### src/rtl/idu_pkg.sv
// Shared decode constants and the packed control bundle for the IDU stage.
package idu_pkg;

    // RV32 major opcodes
    localparam logic [6:0] OPC_LUI    = 7'b0110111;
    localparam logic [6:0] OPC_AUIPC  = 7'b0010111;
    localparam logic [6:0] OPC_JAL    = 7'b1101111;
    localparam logic [6:0] OPC_JALR   = 7'b1100111;
    localparam logic [6:0] OPC_BRANCH = 7'b1100011;
    localparam logic [6:0] OPC_LOAD   = 7'b0000011;
    localparam logic [6:0] OPC_STORE  = 7'b0100011;
    localparam logic [6:0] OPC_OP_IMM = 7'b0010011;
    localparam logic [6:0] OPC_OP     = 7'b0110011;
    localparam logic [6:0] OPC_SYSTEM = 7'b1110011;

    // Write-back source select
    localparam logic [1:0] WB_ALU  = 2'd0;
    localparam logic [1:0] WB_PC   = 2'd1;
    localparam logic [1:0] WB_LOAD = 2'd2;
    localparam logic [1:0] WB_NONE = 2'd3;

    // Next-PC kind
    localparam logic [1:0] PC_NEXT = 2'd0;
    localparam logic [1:0] PC_J    = 2'd1;
    localparam logic [1:0] PC_B    = 2'd2;
    localparam logic [1:0] PC_CSR  = 2'd3;

    // SYSTEM sub-kind
    localparam logic [1:0] CSR_NORMAL = 2'd0;
    localparam logic [1:0] CSR_ECALL  = 2'd1;
    localparam logic [1:0] CSR_MRET   = 2'd2;
    localparam logic [1:0] CSR_NONE   = 2'd3;

    // Fully-specified SYSTEM encodings
    localparam logic [31:0] INST_ECALL  = 32'h0000_0073;
    localparam logic [31:0] INST_MRET   = 32'h3020_0073;
    localparam logic [31:0] INST_EBREAK = 32'h0010_0073;

    // asel: 1 = PC as ALU operand A; bsel: 1 = immediate as operand B.
    // csr_asel: 1 = zimm instead of rs1; csr_bsel: 1 = old CSR value feeds the
    // ALU (set/clear forms), 0 = plain write.
    typedef struct packed {
        logic [2:0] func3;
        logic [3:0] alu_sel;
        logic [1:0] pc_type;
        logic       asel;
        logic       bsel;
        logic       csr_asel;
        logic       csr_bsel;
        logic       wen;
        logic       csr_wen;
        logic       mem_wen;
        logic       mem_ren;
        logic [1:0] wb_sel;
        logic [1:0] csr_type;
        logic       illegal;
        logic       ebreak;
    } idu_ctrl_t;

    localparam int CTRL_W = $bits(idu_ctrl_t);

endpackage

### src/rtl/idu_decode_comb.sv
// Pure combinational RV32 decoder: instruction word -> imm, register indices, control.
module idu_decode_comb
    import idu_pkg::*;
#(
    parameter int DATA_WIDTH   = 32,
    parameter int CSR_INDEXLEN = 12,
    parameter int NREG         = 32
) (
    input  logic [DATA_WIDTH-1:0]   i_inst,
    output logic [DATA_WIDTH-1:0]   o_imm,
    output logic [4:0]              o_rs1,
    output logic [4:0]              o_rs2,
    output logic [4:0]              o_rd,
    output logic [CSR_INDEXLEN-1:0] o_csr_index,
    output logic [CTRL_W-1:0]       o_ctrl
);

    logic [6:0]            w_opc;
    logic [2:0]            w_f3;
    logic [DATA_WIDTH-1:0] w_imm_i;
    logic [DATA_WIDTH-1:0] w_imm_s;
    logic [DATA_WIDTH-1:0] w_imm_b;
    logic [DATA_WIDTH-1:0] w_imm_j;
    logic [DATA_WIDTH-1:0] w_imm_u;
    logic [DATA_WIDTH-1:0] w_imm_sh;
    logic [DATA_WIDTH-1:0] w_imm_z;

    assign w_opc       = i_inst[6:0];
    assign w_f3        = i_inst[14:12];
    assign w_imm_i     = DATA_WIDTH'($signed(i_inst[31:20]));
    assign w_imm_s     = DATA_WIDTH'($signed({i_inst[31:25], i_inst[11:7]}));
    assign w_imm_b     = DATA_WIDTH'($signed({i_inst[31], i_inst[7], i_inst[30:25], i_inst[11:8], 1'b0}));
    assign w_imm_j     = DATA_WIDTH'($signed({i_inst[31], i_inst[19:12], i_inst[20], i_inst[30:21], 1'b0}));
    assign w_imm_u     = DATA_WIDTH'($signed({i_inst[31:12], 12'b0}));
    assign w_imm_sh    = DATA_WIDTH'(i_inst[24:20]);
    assign w_imm_z     = DATA_WIDTH'(i_inst[19:15]);
    assign o_csr_index = i_inst[31:20];

    idu_ctrl_t w_ctrl;
    logic      w_use_rs1;
    logic      w_use_rs2;
    logic      w_use_rd;
    logic      w_known;
    logic      w_bad_reg;

    // Opcode-driven field selection, then legality checks that mask side effects.
    always_comb begin
        w_ctrl          = '0;
        w_ctrl.func3    = w_f3;
        w_ctrl.pc_type  = PC_NEXT;
        w_ctrl.csr_type = CSR_NONE;
        w_ctrl.wb_sel   = WB_NONE;
        o_imm           = '0;
        w_use_rs1       = 1'b0;
        w_use_rs2       = 1'b0;
        w_use_rd        = 1'b0;
        w_known         = 1'b1;
        w_bad_reg       = 1'b0;

        case (w_opc)
            OPC_OP: begin
                w_use_rs1 = 1'b1; w_use_rs2 = 1'b1; w_use_rd = 1'b1;
                w_ctrl.alu_sel = {i_inst[30], w_f3};
                w_ctrl.wen     = 1'b1;
                w_ctrl.wb_sel  = WB_ALU;
            end
            OPC_OP_IMM: begin
                w_use_rs1 = 1'b1; w_use_rd = 1'b1;
                w_ctrl.bsel   = 1'b1;
                w_ctrl.wen    = 1'b1;
                w_ctrl.wb_sel = WB_ALU;
                if (w_f3 == 3'b001 || w_f3 == 3'b101) begin
                    o_imm          = w_imm_sh;
                    w_ctrl.alu_sel = {i_inst[30], w_f3};
                end else begin
                    o_imm          = w_imm_i;
                    w_ctrl.alu_sel = {1'b0, w_f3};
                end
            end
            OPC_LOAD: begin
                w_use_rs1 = 1'b1; w_use_rd = 1'b1;
                o_imm          = w_imm_i;
                w_ctrl.bsel    = 1'b1;
                w_ctrl.wen     = 1'b1;
                w_ctrl.mem_ren = 1'b1;
                w_ctrl.wb_sel  = WB_LOAD;
            end
            OPC_STORE: begin
                w_use_rs1 = 1'b1; w_use_rs2 = 1'b1;
                o_imm          = w_imm_s;
                w_ctrl.bsel    = 1'b1;
                w_ctrl.mem_wen = 1'b1;
            end
            OPC_BRANCH: begin
                w_use_rs1 = 1'b1; w_use_rs2 = 1'b1;
                o_imm          = w_imm_b;
                w_ctrl.pc_type = PC_B;
            end
            OPC_JAL: begin
                w_use_rd = 1'b1;
                o_imm          = w_imm_j;
                w_ctrl.asel    = 1'b1;
                w_ctrl.bsel    = 1'b1;
                w_ctrl.pc_type = PC_J;
                w_ctrl.wen     = 1'b1;
                w_ctrl.wb_sel  = WB_PC;
            end
            OPC_JALR: begin
                w_use_rs1 = 1'b1; w_use_rd = 1'b1;
                o_imm          = w_imm_i;
                w_ctrl.bsel    = 1'b1;
                w_ctrl.pc_type = PC_J;
                w_ctrl.wen     = 1'b1;
                w_ctrl.wb_sel  = WB_PC;
            end
            OPC_LUI: begin
                w_use_rd = 1'b1;
                o_imm         = w_imm_u;
                w_ctrl.bsel   = 1'b1;
                w_ctrl.wen    = 1'b1;
                w_ctrl.wb_sel = WB_ALU;
            end
            OPC_AUIPC: begin
                w_use_rd = 1'b1;
                o_imm         = w_imm_u;
                w_ctrl.asel   = 1'b1;
                w_ctrl.bsel   = 1'b1;
                w_ctrl.wen    = 1'b1;
                w_ctrl.wb_sel = WB_ALU;
            end
            OPC_SYSTEM: begin
                w_use_rs1 = 1'b1; w_use_rd = 1'b1;
                o_imm          = w_imm_z;
                w_ctrl.alu_sel = {1'b0, w_f3};
                if (i_inst[31:0] == INST_ECALL) begin
                    w_ctrl.csr_type = CSR_ECALL;
                    w_ctrl.pc_type  = PC_CSR;
                end else if (i_inst[31:0] == INST_MRET) begin
                    w_ctrl.csr_type = CSR_MRET;
                    w_ctrl.pc_type  = PC_CSR;
                end else begin
                    w_ctrl.csr_type = CSR_NORMAL;
                    // f3==000 is ebreak/wfi-like and touches no CSR
                    if (w_f3 != 3'b000) begin
                        w_ctrl.csr_wen  = 1'b1;
                        w_ctrl.wen      = 1'b1;
                        w_ctrl.wb_sel   = WB_ALU;
                        w_ctrl.csr_asel = w_f3[2];
                        w_ctrl.csr_bsel = (w_f3[1:0] != 2'b01);
                    end
                end
            end
            default: w_known = 1'b0;
        endcase

        o_rs1 = w_use_rs1 ? i_inst[19:15] : 5'd0;
        o_rs2 = w_use_rs2 ? i_inst[24:20] : 5'd0;
        o_rd  = w_use_rd  ? i_inst[11:7]  : 5'd0;

        // Register indices beyond the implemented file (RV32E) are illegal
        if ({27'b0, o_rs1} >= 32'(NREG)) w_bad_reg = 1'b1;
        if ({27'b0, o_rs2} >= 32'(NREG)) w_bad_reg = 1'b1;
        if ({27'b0, o_rd}  >= 32'(NREG)) w_bad_reg = 1'b1;

        if (o_rd == 5'd0) w_ctrl.wen = 1'b0;

        w_ctrl.ebreak  = (i_inst[31:0] == INST_EBREAK);
        w_ctrl.illegal = (i_inst[1:0] != 2'b11) || !w_known || w_bad_reg ||
                         ((w_opc == OPC_SYSTEM) && (w_f3 == 3'b100));

        if (w_ctrl.illegal) begin
            w_ctrl.wen     = 1'b0;
            w_ctrl.csr_wen = 1'b0;
            w_ctrl.mem_wen = 1'b0;
            w_ctrl.mem_ren = 1'b0;
            w_ctrl.pc_type = PC_NEXT;
        end
    end

    assign o_ctrl = w_ctrl;

endmodule

### src/rtl/idu_stage.sv
// Registered decode stage: decodes on the input side, buffers decoded bundles in
// an output register plus one skid entry so in_ready never depends on out_ready.
//
// Handshake: a transfer happens on a rising edge where valid & ready are both 1.
// The producer keeps valid and data steady until that edge; out_* stay stable
// while out_valid & !out_ready. in_ready is registered and equals !skid_valid.
module idu_stage
    import idu_pkg::*;
#(
    parameter int DATA_WIDTH   = 32,
    parameter int CSR_INDEXLEN = 12,
    parameter int NREG         = 32,
    parameter int CNT_W        = 32
) (
    input  logic                    clk,
    input  logic                    rst_n,
    input  logic                    flush,
    input  logic                    in_valid,
    output logic                    in_ready,
    input  logic [DATA_WIDTH-1:0]   in_inst,
    input  logic [DATA_WIDTH-1:0]   in_pc,
    output logic                    out_valid,
    input  logic                    out_ready,
    output logic [DATA_WIDTH-1:0]   out_pc,
    output logic [DATA_WIDTH-1:0]   out_imm,
    output logic [4:0]              out_rs1,
    output logic [4:0]              out_rs2,
    output logic [4:0]              out_rd,
    output logic [CSR_INDEXLEN-1:0] out_csr_index,
    output logic [CTRL_W-1:0]       out_ctrl,
    output logic [CNT_W-1:0]        dec_count
);

    localparam int BUN_W = 2*DATA_WIDTH + 15 + CSR_INDEXLEN + CTRL_W;

    // State is {out_valid, skid_valid}
    localparam logic [1:0] ST_EMPTY = 2'b00;
    localparam logic [1:0] ST_ONE   = 2'b10;
    localparam logic [1:0] ST_FULL  = 2'b11;

    logic [DATA_WIDTH-1:0]   w_imm;
    logic [4:0]              w_rs1;
    logic [4:0]              w_rs2;
    logic [4:0]              w_rd;
    logic [CSR_INDEXLEN-1:0] w_csr_index;
    logic [CTRL_W-1:0]       w_ctrl;
    logic [BUN_W-1:0]        w_dec_bundle;
    logic                    w_accept;
    logic                    w_drain;
    logic [1:0]              w_state;

    logic                    r_out_valid;
    logic                    r_skid_valid;
    logic                    r_in_ready;
    logic [BUN_W-1:0]        r_out_bundle;
    logic [BUN_W-1:0]        r_skid_bundle;
    logic [CNT_W-1:0]        r_dec_count;

    idu_decode_comb #(
        .DATA_WIDTH   (DATA_WIDTH),
        .CSR_INDEXLEN (CSR_INDEXLEN),
        .NREG         (NREG)
    ) u_dec (
        .i_inst      (in_inst),
        .o_imm       (w_imm),
        .o_rs1       (w_rs1),
        .o_rs2       (w_rs2),
        .o_rd        (w_rd),
        .o_csr_index (w_csr_index),
        .o_ctrl      (w_ctrl)
    );

    assign w_dec_bundle = {in_pc, w_imm, w_rs1, w_rs2, w_rd, w_csr_index, w_ctrl};
    assign w_accept     = in_valid & r_in_ready;
    assign w_drain      = r_out_valid & out_ready;
    assign w_state      = {r_out_valid, r_skid_valid};

    // Skid-buffer FSM, bundle registers and drain counter
    always_ff @(posedge clk) begin
        if (!rst_n) begin
            r_out_valid   <= 1'b0;
            r_skid_valid  <= 1'b0;
            r_in_ready    <= 1'b1;
            r_out_bundle  <= '0;
            r_skid_bundle <= '0;
            r_dec_count   <= '0;
        end else begin
            if (w_drain) r_dec_count <= r_dec_count + CNT_W'(1);

            if (flush) begin
                r_out_valid  <= 1'b0;
                r_skid_valid <= 1'b0;
                r_in_ready   <= 1'b1;
            end else begin
                case (w_state)
                    ST_EMPTY: begin
                        if (w_accept) begin
                            r_out_valid  <= 1'b1;
                            r_out_bundle <= w_dec_bundle;
                        end
                    end
                    ST_ONE: begin
                        if (w_accept && w_drain) begin
                            r_out_bundle <= w_dec_bundle;
                        end else if (w_accept) begin
                            r_skid_bundle <= w_dec_bundle;
                            r_skid_valid  <= 1'b1;
                            r_in_ready    <= 1'b0;
                        end else if (w_drain) begin
                            r_out_valid <= 1'b0;
                        end
                    end
                    ST_FULL: begin
                        if (w_drain) begin
                            r_out_bundle <= r_skid_bundle;
                            r_skid_valid <= 1'b0;
                            r_in_ready   <= 1'b1;
                        end
                    end
                    default: begin
                        r_out_valid  <= 1'b0;
                        r_skid_valid <= 1'b0;
                        r_in_ready   <= 1'b1;
                    end
                endcase
            end
        end
    end

    assign in_ready  = r_in_ready;
    assign out_valid = r_out_valid;
    assign dec_count = r_dec_count;
    assign {out_pc, out_imm, out_rs1, out_rs2, out_rd, out_csr_index, out_ctrl} = r_out_bundle;

endmodule

### config.mk
export PLATFORM = sky130hd
export DESIGN_NAME = idu_stage
export DESIGN_NICKNAME = d
export VERILOG_FILES = /design/src/rtl/idu_pkg.sv /design/src/rtl/idu_decode_comb.sv /design/src/rtl/idu_stage.sv
export SDC_FILE = /design/constraint.sdc
export NUM_CORES = 1
export LEC_CHECK = 0
export BUFFER_PORTS_ARGS = -buffer_cell sky130_fd_sc_hd__buf_4
export CAP_MARGIN = 10
export CORE_MARGIN = 1.5
export CORE_UTILIZATION = 40
export DETAILED_ROUTE_END_ITERATION = 6
export PLACE_DENSITY = 0.57
export SLEW_MARGIN = 40
export SYNTH_ARGS = -nofsm -noshare
export SYNTH_HDL_FRONTEND = slang
export SYNTH_SLANG_ARGS = --single-unit
### constraint.sdc
create_clock -name clk -period 2.3 [get_ports clk]
set_clock_uncertainty 0.1 [all_clocks]
set_input_delay 0.345 -clock clk [delete_from_list [all_inputs] [get_ports clk]]
set_output_delay 0.345 -clock clk [all_outputs]
set_load 0.1 [all_outputs]
Yosys cells after proc, flatten, opt, wreduce, memory -nomap -nowiden
Index checks and enable logic that the tools add are counted.

Register bits: 263. Input port bits: 69. Output and inout port bits: 148. Word-level logic and storage cells: 116.

Add/subtract/negate cells: 1. Equal/unequal tests: 27. Mux-type cells: 49. Bitwise logic cells: 7. Reductions and logical operators: 26.

Operators by type and width (number): two-way mux 114 bit (3); one-hot mux 114 bit (3 select lines) (1); one-hot mux 32 bit (7 select lines) (1); adder 32 x 1 -> 32 bit, second input constant (1); equality test 32 x 21 -> 1 bit, second input constant (1); equality test 32 x 30 -> 1 bit, second input constant (1); equality test 32 x 7 -> 1 bit, second input constant (1); two-way mux 32 bit (1); equality test 7 bit, second input constant (4); equality test 7 x 6 -> 1 bit, second input constant (3); OR reduction 7 bit (3); two-way mux 2 bit (10); two-way mux 4 bit (5); two-way mux 1 bit (18); != test 2 bit, second input constant (8); two-way mux 5 bit (3); equality test 7 x 5 -> 1 bit, second input constant (2); one-hot mux 4 bit (3 select lines) (1); AND reduction 5 bit (2); OR reduction 10 bit (1); OR reduction 2 bit (5); one-hot mux 1 bit (3 select lines) (3); one-hot mux 2 bit (4 select lines) (1); AND reduction 4 bit (2); other kinds (18) (29).

Longest topological paths before layout
Gate-level depths: netlist of the first run.

Word-level depth: 9. Gate-level depth with buffers: 8. Depth with buffers taken out: 6.

Modules after synthesis
From an unflattened synthesis of the first run, not the netlist that was laid out.

Cells, all modules: 1510. Area total of the unflattened synthesis: 11728.7 um2.

By module, submodules not included: idu_stage (times used 1, cells an instance 1342, area an instance 10684.0 um2, sequential area each 5265.0 um2); idu_decode_comb (times used 1, cells an instance 168, area an instance 1044.8 um2, sequential area each 0.0 um2).

Worst setup path before layout of the first run
Ideal clock, no wire load.

Kind: reg-to-reg. From: register r_dec_count[3] (netlist: dec_count[3]). To: register r_dec_count[28] (netlist: dec_count[28]). Setup time: 0.115 ns. Arrival: 2.693 ns. Required time: 2.085 ns. Setup slack: -0.608 ns. Cell stages (with the launch flop): 6. Buffers on the path: 0. Clock period less this slack: 2.908 ns. Cell sequence: dfxtp_1 nand4_1 nor4_1 nand4_1 xnor2_1 and2_1.

Longest elaborated chain between the ends: 1.

RTL lines: from (decl) (RTL line idu_stage.sv:57) `logic [CNT_W-1:0] r_dec_count;`; from (signal assigned) (RTL line idu_stage.sv:88) `if (w_drain) r_dec_count <= r_dec_count + CNT_W'(1);`; adder 32 x 1 -> 32 bit (RTL line idu_stage.sv:88).

Every way passes these cells. A chain may end at the register's enable or synchronous reset.

Worst setup path in the final report of the first run
From: input port in_inst[12]. To: register r_out_bundle[71].

Longest elaborated chain between the ends: 6. Elaborated cells on any way between the ends: 8. Those cells by class: 2 x eq/ne; 5 x mux; 1 x reduce/logical.

RTL lines: from (decl) (RTL line idu_stage.sv:20) `input logic [DATA_WIDTH-1:0] in_inst,`; equality test 3 x 1 -> 1 bit or equality test 3 bit (tied branches) (RTL line idu_decode_comb.sv:72) `if (w_f3 == 3'b001 || w_f3 == 3'b101) begin`; logical OR 1 bit (*) (RTL line idu_decode_comb.sv:72); two-way mux 32 bit (*) (RTL line idu_decode_comb.sv:72); one-hot mux 32 bit (7 select lines) (*) (RTL line idu_decode_comb.sv:60) `case (w_opc)`; two-way mux 114 bit, on equally long branches (RTL line idu_stage.sv:103, idu_stage.sv:97); one-hot mux 114 bit (3 select lines) (*) (RTL line idu_stage.sv:95) `case (w_state)`; to (signal assigned) (RTL line idu_stage.sv:99) `r_out_bundle <= w_dec_bundle;`; to (signal assigned) (RTL line idu_stage.sv:104) `r_out_bundle <= w_dec_bundle;`; to (signal assigned) (RTL line idu_stage.sv:115) `r_out_bundle <= r_skid_bundle;`; to (decl) (RTL line idu_stage.sv:55) `logic [BUN_W-1:0] r_out_bundle;`.

Every way passes the cells marked *; elsewhere a longest branch is shown, timed or not. The select of a mux whose other input is x is not followed.

==> out/metrics.yaml, run 1 <==
postRouteAntennaNets: 0
drive_gt1_share_pct: 22.6
final_cell_mix: "nand2_1 (295), buf_4 (270), dfxtp_1 (244)"
ys_ff_latch: 263
peakVddDrop_v: 0.000543
cts.sinks: 263
slowest_delay_ns: 0.54
total_power_mw: 11.4
rows: 61
cp.required_ns: 2.65
rsz0062_at_grt: "false"
holdBufCountCts: 42
synth_top_area_share_pct: 47.1
antenna_found_initial: 0
ctsHtreeMaxLevel: 1
syn_area_per_cell_um2: 7.93
cts_tree: "built"
design.core.area_um2: 27600
fmax_mhz: 453
setup_viol: 0
status: "finished, final reports clean"
die_y_um: 170
slew_headroom_pct: 61.1
seq_area_frac_synth_pct: 47.1
final_hold_viol_count: 0
cp_top_family: "compound AO/OA/AOI/OAI gates"
cp_slowest_cell: "dlygate4sd3_1"
fin_cells: 2040
yosys-top-cells-area: "dfxtp_1 (47%), nand2_1 (9.9%), a21oi_1 (7.0%)"
final_common_cell: "nand2_1"
fin_crit_sh_pct: 95.9
tightest_slew_ns: 0.579
start_util_pct: 40.5
dr.pass1.iters: 7
area_growth_pct: 33.1
gp_congestion: 0.895
vias: 10998
synth-edff-count: 0
io_pins: 217
fillCellCount: 2701
globalRouteOverflowTotal: 0
numPortBuffers: 216
die_w_um: 170
cts_buffer_depth: 3
crit_buf_inv: 2
syn-instance-count: 1410
post-place-ws_ns: -0.101
crit_path_end_kind: "flop"
leakage_nw: 5.78
p_per_area_nw_per_um2: 764
synth_top_flop_cell: "dfxtp_1"
cp_cell_sequence: "dlygate4sd3_1 -> buf_4 -> nor2b_1 -> or4_1 -> a21oi_2 -> a21oi_1 -> a221oi_1"
clk_pin_slew_ns: 0.06
synthDistinctLibCells: 64
synth_async_sr_flop_share_pct: 0
crit_fanout: 5
n_antenna_cell: 0
ys_warn_count: 0
routed_wl_mm: 35.6
cp-start-kind: "input port"
synth.largest_area_cell: "dfxtp_1"
dpl_cell_area_um2: 13500
synth_area_um2: 11200
grt_max_degree: 90
cts_resized: 0
min_period_ns: 2.21
grt_pass1_vias: 9873
die_area_um2: 29000
routedWlPerCell_um: 17.5
via_per_inst: 5.39
grt_pass1_wl_mm: 55.4
synth.net_count: 1480
root_buffer: "clkbuf_16"
hpwl_mm: 23.1
finalNetCount: 1713
maxCapViolCount: 0
track_usage_pct: 24.0
cts_setup_buffers: 0
final.setup.worst_slack_ns: 0.0944
cts_made_buffers: 29
worstPathArrival_ns: 2.55
clock_latency_ns: 0.55
timing_worst_setup_path_type: "in -> reg"
hp-class: "in -> reg"
final_max_slew_viol_count: 0
postLayoutCellArea_um2: 14900
drtIter0Drc: 951
place_inst: 1948
drc: 0
-- final cells by class --
type,instances,area [µm²],area share (%)
multi-input cells,1017,5430,36.5
flip-flops and latches,263,5300,35.6
repair buffers,325,2710,18.2
clock buffers,42,845,5.68
well taps,378,473,3.18
clock inverters,8,93.8,0.631
inverters,7,31.3,0.210
-- synthesized netlist by cell type (all sizes together) (7+ instances only) --
library cell and count:
nand2 296, a31oi 23, and2 21, or3 9, nand3 49, a311oi 49
o21ai 94, a211oi 9, clkbuf 95, a21oi 157, nand2b 7, dfxtp 263
nor3 14, a221oi 19, xor2 19, or4 9, o211ai 8, o221a 8
nand4 24, xnor2 7, buf 27, nor2 127, inv 7, and3 15
-- where the power goes --
part / leakage (nW) / internal [mW] / switching [mW]
combinational: 3.17 / 0.504 / 1.47
sequential: 2.15 / 4.70 / 0.0858
clock: 0.467 / 2.75 / 1.86
-- final timing paths --
check	startpoint	depth (start not counted)	slack [ns]	endpoint
worst min register to register	r_skid_bundle[57]$_SDFFE_PN0P_	2	0.35	r_skid_bundle[57]$_SDFFE_PN0P_
worst max register to register	out_valid$_SDFFE_PP0P_	7	0.15	r_out_bundle[71]$_SDFFE_PN0P_
worst min-delay path	in_inst[15]	3	0.008	r_out_bundle[45]$_SDFFE_PN0P_
worst max-delay path	in_inst[12]	7	0.09	r_out_bundle[71]$_SDFFE_PN0P_
-- worst register-to-register path, stage by stage (launching register included) --
cell      delay, ns
dfxtp_4        0.36
nor2b_1        0.14
buf_4          0.14
nor4_4         0.30
buf_12         0.23
nand2_1        0.11
a21oi_1        0.45
a221oi_1       0.19
-- kinds of logic after synthesis --
kind of cell / after synthesis / share of synthesized area (%)
and+or+nand+nor: 594 / 23.9
AOI/OAI and AO/OA: 395 / 22.0
DFF: 263 / 47.1
buffers and inverters: 130 / 4.73
xor gates and xnor gates: 26 / 2.04
muxes: 1 / 0.0895
adders and majority gates: 1 / 0.112
-- per-layer routing --
| layer | GRT usage, % | up-vias | wire length [µm] |
|---|---|---|---|
| li1 | - | 5434 | - |
| met1 | 33.6 | 5157 | 16600 |
| met2 | 39.1 | 354 | 16200 |
| met3 | 2.91 | 53 | 2060 |
| met4 | 6.16 | 0 | 808 |
| met5 | 0 | - | 0 |
-- registers in the layout (all words and copies together), names as in the netlist --
register and flops:
in_ready 1, r_out_bundle 114, out_valid 1, r_skid_valid 1, r_skid_bundle 114, dec_count 32
-- through the flow --
stage / hold WS [ns] / setup TNS (ns) / util, %
after CTS: 0.000315 / 0 / 53.8
after global placement: 0.340 / -0.330 / 48.9
after detailed placement: 0.343 / -0.662 / 48.9
after global routing: 0.00572 / 0 / 53.8
after floorplan: 0.332 / 0 / -
final: 0.00764 / 0 / 53.8
(Power assumes the default switching activity.)
==> run 2: changes to the inputs <==
- CORE_UTILIZATION: 40 -> 55
- PLACE_DENSITY: 0.57 -> 0.75
==> out/metrics.yaml, run 2 (synthesized netlist as in run 1, its figures left out) <==
track_usage_pct: 31.3  # was 24.0%
cp-start-kind: "input port"  # unchanged
leakage_nw: 5.78  # about the same
tightest_slew_ns: 0.664  # was 0.579 ns
gp_congestion: 0.940  # was 0.895
die_w_um: 146  # was 170 µm
n_antenna_cell: 0  # unchanged
post-place-ws_ns: -0.0745  # was -0.101 ns
rsz0062_at_grt: "false"  # unchanged
grt_pass1_vias: 10607  # was 9,873
drtIter0Drc: 949  # was 951
hpwl_mm: 22.1  # was 23.1 mm
grt_pass1_wl_mm: 55.0  # was 55.4 mm
cp.required_ns: 2.65  # about the same
min_period_ns: 2.21  # about the same
fin_crit_sh_pct: 96.2  # was 95.9%
p_int_mw: 7.97  # was 7.95 mW
drive_gt1_share_pct: 22.6  # about the same
crit_path_end_kind: "flop"  # unchanged
final_max_slew_viol_count: 0  # unchanged
cts_buffer_depth: 3  # unchanged
p_per_area_nw_per_um2: 774  # was 764 nW/µm²
setup_viol: 0  # unchanged
die_area_um2: 21200  # was 29,000 µm²
dpl_cell_area_um2: 13300  # was 13,500 µm²
clk_pin_slew_ns: 0.06  # about the same
peakVddDrop_v: 0.000600  # was 0.000543 V
clock_latency_ns: 0.56  # was 0.55 ns
seqCellArea_um2: 5300  # unchanged
fin_util_pct: 74.8  # was 53.8%
fmax_mhz: 452  # was 453 MHz
area_growth_pct: 31.9  # was 33.1%
crit_fanout: 8  # was 5
cp_cell_sequence: "dlygate4sd3_1 -> buf_4 -> nor3_1 -> nand3_1 -> or4_4 -> a311oi_1"  # was dlygate4sd3_1 -> buf_4 -> nor2b_1 -> or4_1 -> a21oi_2 -> a21oi_1 -> a221oi_1
multi_input_area_um2: 5430  # unchanged
status: "finished, final reports clean"  # unchanged
routed_wl_mm: 34.0  # was 35.6 mm
drc: 0  # unchanged
postLayoutCellArea_um2: 14700  # was 14,900 µm²
slowest_delay_ns: 0.58  # was 0.54 ns
power_frac_comb_pct: 17.4  # about the same
grt_max_degree: 103  # was 90
numPortBuffers: 216  # unchanged
vias: 11322  # was 10,998
final_hold_viol_count: 0  # unchanged
cts_setup_buffers: 0  # unchanged
clkPwrFrac_pct: 40.6  # was 40.5%
final.setup.worst_slack_ns: 0.0864  # was 0.0944 ns
finalNetCount: 1709  # was 1,713
cp_slowest_cell: "or4_4"  # was dlygate4sd3_1
design.core.area_um2: 19700  # was 27,600 µm²
io_pins: 217  # unchanged
fillCellCount: 1514  # was 2,701
hp-class: "in -> reg"  # unchanged
rows: 51  # was 61
die_y_um: 146  # was 170 µm
final_cell_mix: "nand2_1 (295), buf_4 (266), dfxtp_1 (244)"  # was nand2_1 (295), buf_4 (270), dfxtp_1 (244)
maxCapViolCount: 0  # unchanged
start_util_pct: 56.7  # was 40.5%
pwr-share-seq_pct: 41.9  # was 42.1%
dr.pass1.iters: 5  # was 7
routedWlPerCell_um: 17.6  # was 17.5 µm
postRouteAntennaNets: 0  # unchanged
slew_headroom_pct: 54.6  # was 61.1%
cts_tree: "built"  # unchanged
timing_worst_setup_path_type: "in -> reg"  # unchanged
final_common_cell: "nand2_1"  # unchanged
antenna_found_initial: 0  # unchanged
via_per_inst: 5.88  # was 5.39
root_buffer: "clkbuf_16"  # unchanged
ctsHtreeMaxLevel: 1  # unchanged
swShare_pct: 30.1  # about the same
switching_power_mw: 3.44  # was 3.42 mW
cts.sinks: 263  # unchanged
worstPathArrival_ns: 2.57  # was 2.55 ns
globalRouteOverflowTotal: 0  # unchanged
cts_made_buffers: 28  # was 29
## run 2: cell types whose count changed in the layout (fill, tap and decap cells not counted), sizes merged
cell | previous run | this run
clkinv | 5 | 8
buf | 283 | 279
dlygate4sd3 | 42 | 43
inv | 8 | 7
## run 2: layout make-up
class	count	share of cell area, %
Sequential cell	263	35.9
Clock buffer	42	5.72
Multi-Input combinational cell	1017	36.8
Clock inverter	10	0.848
Tap cell	265	2.25
Timing Repair Buffer	322	18.2
Inverter	7	0.212
## run 2: final timing paths
| path | from | cells past startpoint | slack, ns | endpoint |
|---|---|---|---|---|
| hold reg to reg | r_skid_bundle[0]$_SDFFE_PN0P_ | 2 | 0.35 | r_skid_bundle[0]$_SDFFE_PN0P_ |
| setup reg to reg | out_valid$_SDFFE_PP0P_ | 6 | 0.17 | r_out_bundle[14]$_SDFFE_PN0P_ |
| setup / recovery | in_inst[12] | 6 | 0.09 | r_out_bundle[15]$_SDFFE_PN0P_ |
| hold / removal | in_inst[21] | 3 | 0.005 | r_skid_bundle[24]$_SDFFE_PN0P_ |
## run 2: layer usage
metal / wire (µm) / vias to the layer above / global-route usage, %
met4: 1080 / 0 / 10.8
li1: - / 5428 / -
met1: 14300 / 5315 / 42.1
met5: 0 / - / 0
met2: 16100 / 490 / 51.9
met3: 2560 / 89 / 4.33
## run 2: power groups by stage
stage / registers, mW / logic (mW) / clock network, mW
finish: 4.78 / 1.99 / 4.64
global route: 4.79 / 2.07 / 4.89
CTS: 4.78 / 1.98 / 4.68
detailed placement: 4.88 / 1.91 / 0
global placement: 4.88 / 1.90 / 0
floorplan: 5.79 / 0.433 / 0
## run 2: what timing repair did
action | CTS | global route
hold buffers | 43 | 0
endpoints found under the setup margin | 0 | 1
resized for setup | 0 | 1
endpoints found under the hold margin | 77 | 0
## run 2: through the flow
step / instances / total power [mW] / hold WS (ns) / TNS [ns]
6_report: 1926 / 11.4 / 0.00459 / 0
5_1_grt: 1926 / 11.8 / 0.00386 / 0
4_1_cts: 1926 / 11.4 / 0.00137 / 0
3_5_place_dp: 1831 / 6.79 / 0.347 / -0.409
3_3_place_gp: 1831 / 6.78 / 0.340 / -0.0695
2_1_floorplan: 1410 / 6.23 / 0.332 / 0
## run 2: worst max-delay path, delay by kind of cell
| family | cells | cell delay, ns |
|---|---|---|
| AOI/OAI and AO/OA | 1 | 0.29 |
| buffers and inverters | 2 | 0.70 |
| and+or+nand+nor | 3 | 1.23 |
==> run 3: changes to the inputs <==
- SETUP_SLACK_MARGIN: not set -> 0.1
==> out/metrics.yaml, run 3 (synthesized netlist as in run 1, its figures left out) <==
cts_buffer_depth: 3  # unchanged
cp.required_ns: 2.67  # was 2.65 ns
reg2reg_slack_ns: 0.25  # was 0.17 ns
drc: 0  # unchanged
gp_congestion: 0.948  # was 0.940
routed_wl_mm: 33.9  # was 34.0 mm
cts_tree: "built"  # unchanged
cts_made_buffers: 28  # unchanged
fillCellCount: 1550  # was 1,514
status: "finished, final reports clean"  # unchanged
finalNetCount: 1702  # was 1,709
fin_util_pct: 74.4  # was 74.8%
total_power_mw: 11.4  # about the same
seqCellArea_um2: 5310  # was 5300 µm²
min_period_ns: 2.05  # was 2.21 ns
postRouteAntennaNets: 0  # unchanged
grt_pass1_wl_mm: 54.2  # was 55.0 mm
clk_pin_slew_ns: 0.07  # was 0.06 ns
timing_worst_setup_path_type: "reg -> reg"  # was in -> reg
maxCapViolCount: 0  # unchanged
globalRouteOverflowTotal: 0  # unchanged
dr.pass1.iters: 6  # was 5
start_util_pct: 56.7  # unchanged
switching_power_mw: 3.40  # was 3.44 mW
power_frac_comb_pct: 17.2  # was 17.4%
postLayoutCellArea_um2: 14700  # about the same
via_per_inst: 5.90  # was 5.88
swShare_pct: 29.7  # was 30.1%
routedWlPerCell_um: 17.7  # was 17.6 µm
cp-start-kind: "flop"  # was input port
drive_gt1_share_pct: 23.3  # was 22.6%
p_int_mw: 8.05  # was 7.97 mW
leakage_nw: 5.76  # was 5.78 nW
final_max_slew_viol_count: 0  # unchanged
slew_headroom_pct: 57.6  # was 54.6%
pwr-share-seq_pct: 41.7  # was 41.9%
die_w_um: 146  # unchanged
rows: 51  # unchanged
grt_pass1_vias: 10698  # was 10,607
die_y_um: 146  # unchanged
track_usage_pct: 30.6  # was 31.3%
tightest_slew_ns: 0.620  # was 0.664 ns
worstPathArrival_ns: 2.42  # was 2.57 ns
setup_viol: 0  # unchanged
r2r.worst_path.cells: 8  # was 6
clkPwrFrac_pct: 41.1  # was 40.6%
p_per_area_nw_per_um2: 780  # was 774 nW/µm²
peakVddDrop_v: 0.000527  # was 0.000600 V
drtIter0Drc: 856  # was 949
hp-class: "in -> reg"  # unchanged
die_area_um2: 21200  # unchanged
cts.sinks: 263  # unchanged
grt_max_degree: 98  # was 103
design.core.area_um2: 19700  # unchanged
hold-path-endpoint: "r_out_bundle[63]$_SDFFE_PN0P_"  # was r_skid_bundle[24]$_SDFFE_PN0P_
crit_path_end_kind: "flop"  # unchanged
fmax_mhz: 487  # was 452 MHz
fin_crit_sh_pct: 89.2  # was 96.2%
dpl_cell_area_um2: 13300  # about the same
r2r-end: "r_skid_bundle[41]$_SDFFE_PN0P_"  # was r_out_bundle[14]$_SDFFE_PN0P_
multi_input_area_um2: 5430  # about the same
crit_fanout: 48  # was 8
root_buffer: "clkbuf_16"  # unchanged
ctsHtreeMaxLevel: 1  # unchanged
antenna_found_initial: 0  # unchanged
rr_startpoint: "out_valid$_SDFFE_PP0P_"  # unchanged
numPortBuffers: 216  # unchanged
area_growth_pct: 31.2  # was 31.9%
final_cell_mix: "nand2_1 (295), buf_4 (271), dfxtp_1 (238)"  # was nand2_1 (295), buf_4 (266), dfxtp_1 (244)
final_hold_viol_count: 0  # unchanged
io_pins: 217  # unchanged
hold_depth: 3  # unchanged
vias: 11328  # was 11,322
hpwl_mm: 21.5  # was 22.1 mm
min_from: "in_inst[13]"  # was in_inst[21]
clock_latency_ns: 0.53  # was 0.56 ns
rsz0062_at_grt: "true"  # was false
final_common_cell: "nand2_1"  # unchanged
n_antenna_cell: 0  # unchanged
tns_ns: 0  # unchanged
run 3: changes by cell type in the layout (fill, tap and decap cells not counted), sizes merged:
cell,before,now
clkinvlp,0,1
clkinv,8,5
inv,7,8
clkbuf,42,44
buf,279,282
dlygate4sd3,43,32
run 3: worst max path at each step:
stage	from	to	slack [ns]	cells past startpoint
2_1_floorplan	dec_count[0]$_SDFFE_PN0P_	dec_count[28]$_SDFFE_PN0P_	0.05	6
3_3_place_gp	in_inst[25]	r_out_bundle[3]$_SDFFE_PN0P_	-0.01	7
3_5_place_dp	in_inst[25]	r_skid_bundle[3]$_SDFFE_PN0P_	-0.05	7
4_1_cts	r_skid_valid$_SDFFE_PP0P_	r_out_bundle[67]$_SDFFE_PN0P_	0.12	5
5_1_grt	r_skid_valid$_SDFFE_PP0P_	r_out_bundle[113]$_SDFFE_PN0P_	0.1	7
6_report	out_valid$_SDFFE_PP0P_	r_skid_bundle[41]$_SDFFE_PN0P_	0.25	8
run 3: final cells by class:
cell class                 count  area share, %
tap                          265           2.26
timing repair buffer         315           17.6
inverter                       7          0.196
clock inverter                 9          0.708
clock buffer                  43           6.00
multi-input combinational   1017           37.0
sequential                   263           36.2
run 3: critical path: stages, from the launching register on:
cell and delay, ns:
dfxtp_4 0.35, buf_4 0.17, nand2b_1 0.09, buf_4 0.16, nor4_4 0.25, buf_4 0.19
buf_6 0.39, nand3_1 0.13, a21oi_1 0.13
run 3: through the flow:
step / hold slack (ns) / worst slack [ns] / std cells
finish: 0.0147 / 0.247 / 1919
CTS: 0.00119 / 0.117 / 1916
floorplan: 0.332 / 0.0539 / 1410
global placement: 0.339 / -0.0145 / 1832
global route: 0.0265 / 0.0969 / 1919
detailed placement: 0.345 / -0.0530 / 1832
run 3: power groups by stage:
stage          clock network [mW]  registers, mW  logic [mW]
2_1_floorplan                   0           5.79       0.434
3_3_place_gp                    0           4.87        1.89
3_5_place_dp                    0           4.87        1.90
4_1_cts                      4.75           4.77        1.95
5_1_grt                      4.93           4.79        2.05
6_report                     4.70           4.78        1.96
run 3: timing repair:
item	in CTS	in global routing
gates resized for setup	1	4
hold buffers	32	0
setup buffers	0	2
setup endpoints to repair	1	21
pin swaps	0	2
hold endpoints to repair	57	0
gates cloned	0	1
run 3: metal layers:
layer  up-vias  GRT usage [%]  part of all wire [%]
li1       5414              -                     -
met5         -              0                     0
met4         0           13.2                   3.7
met1      5329           40.5                    42
met2       496           50.9                    47
met3        89           3.48                   7.6
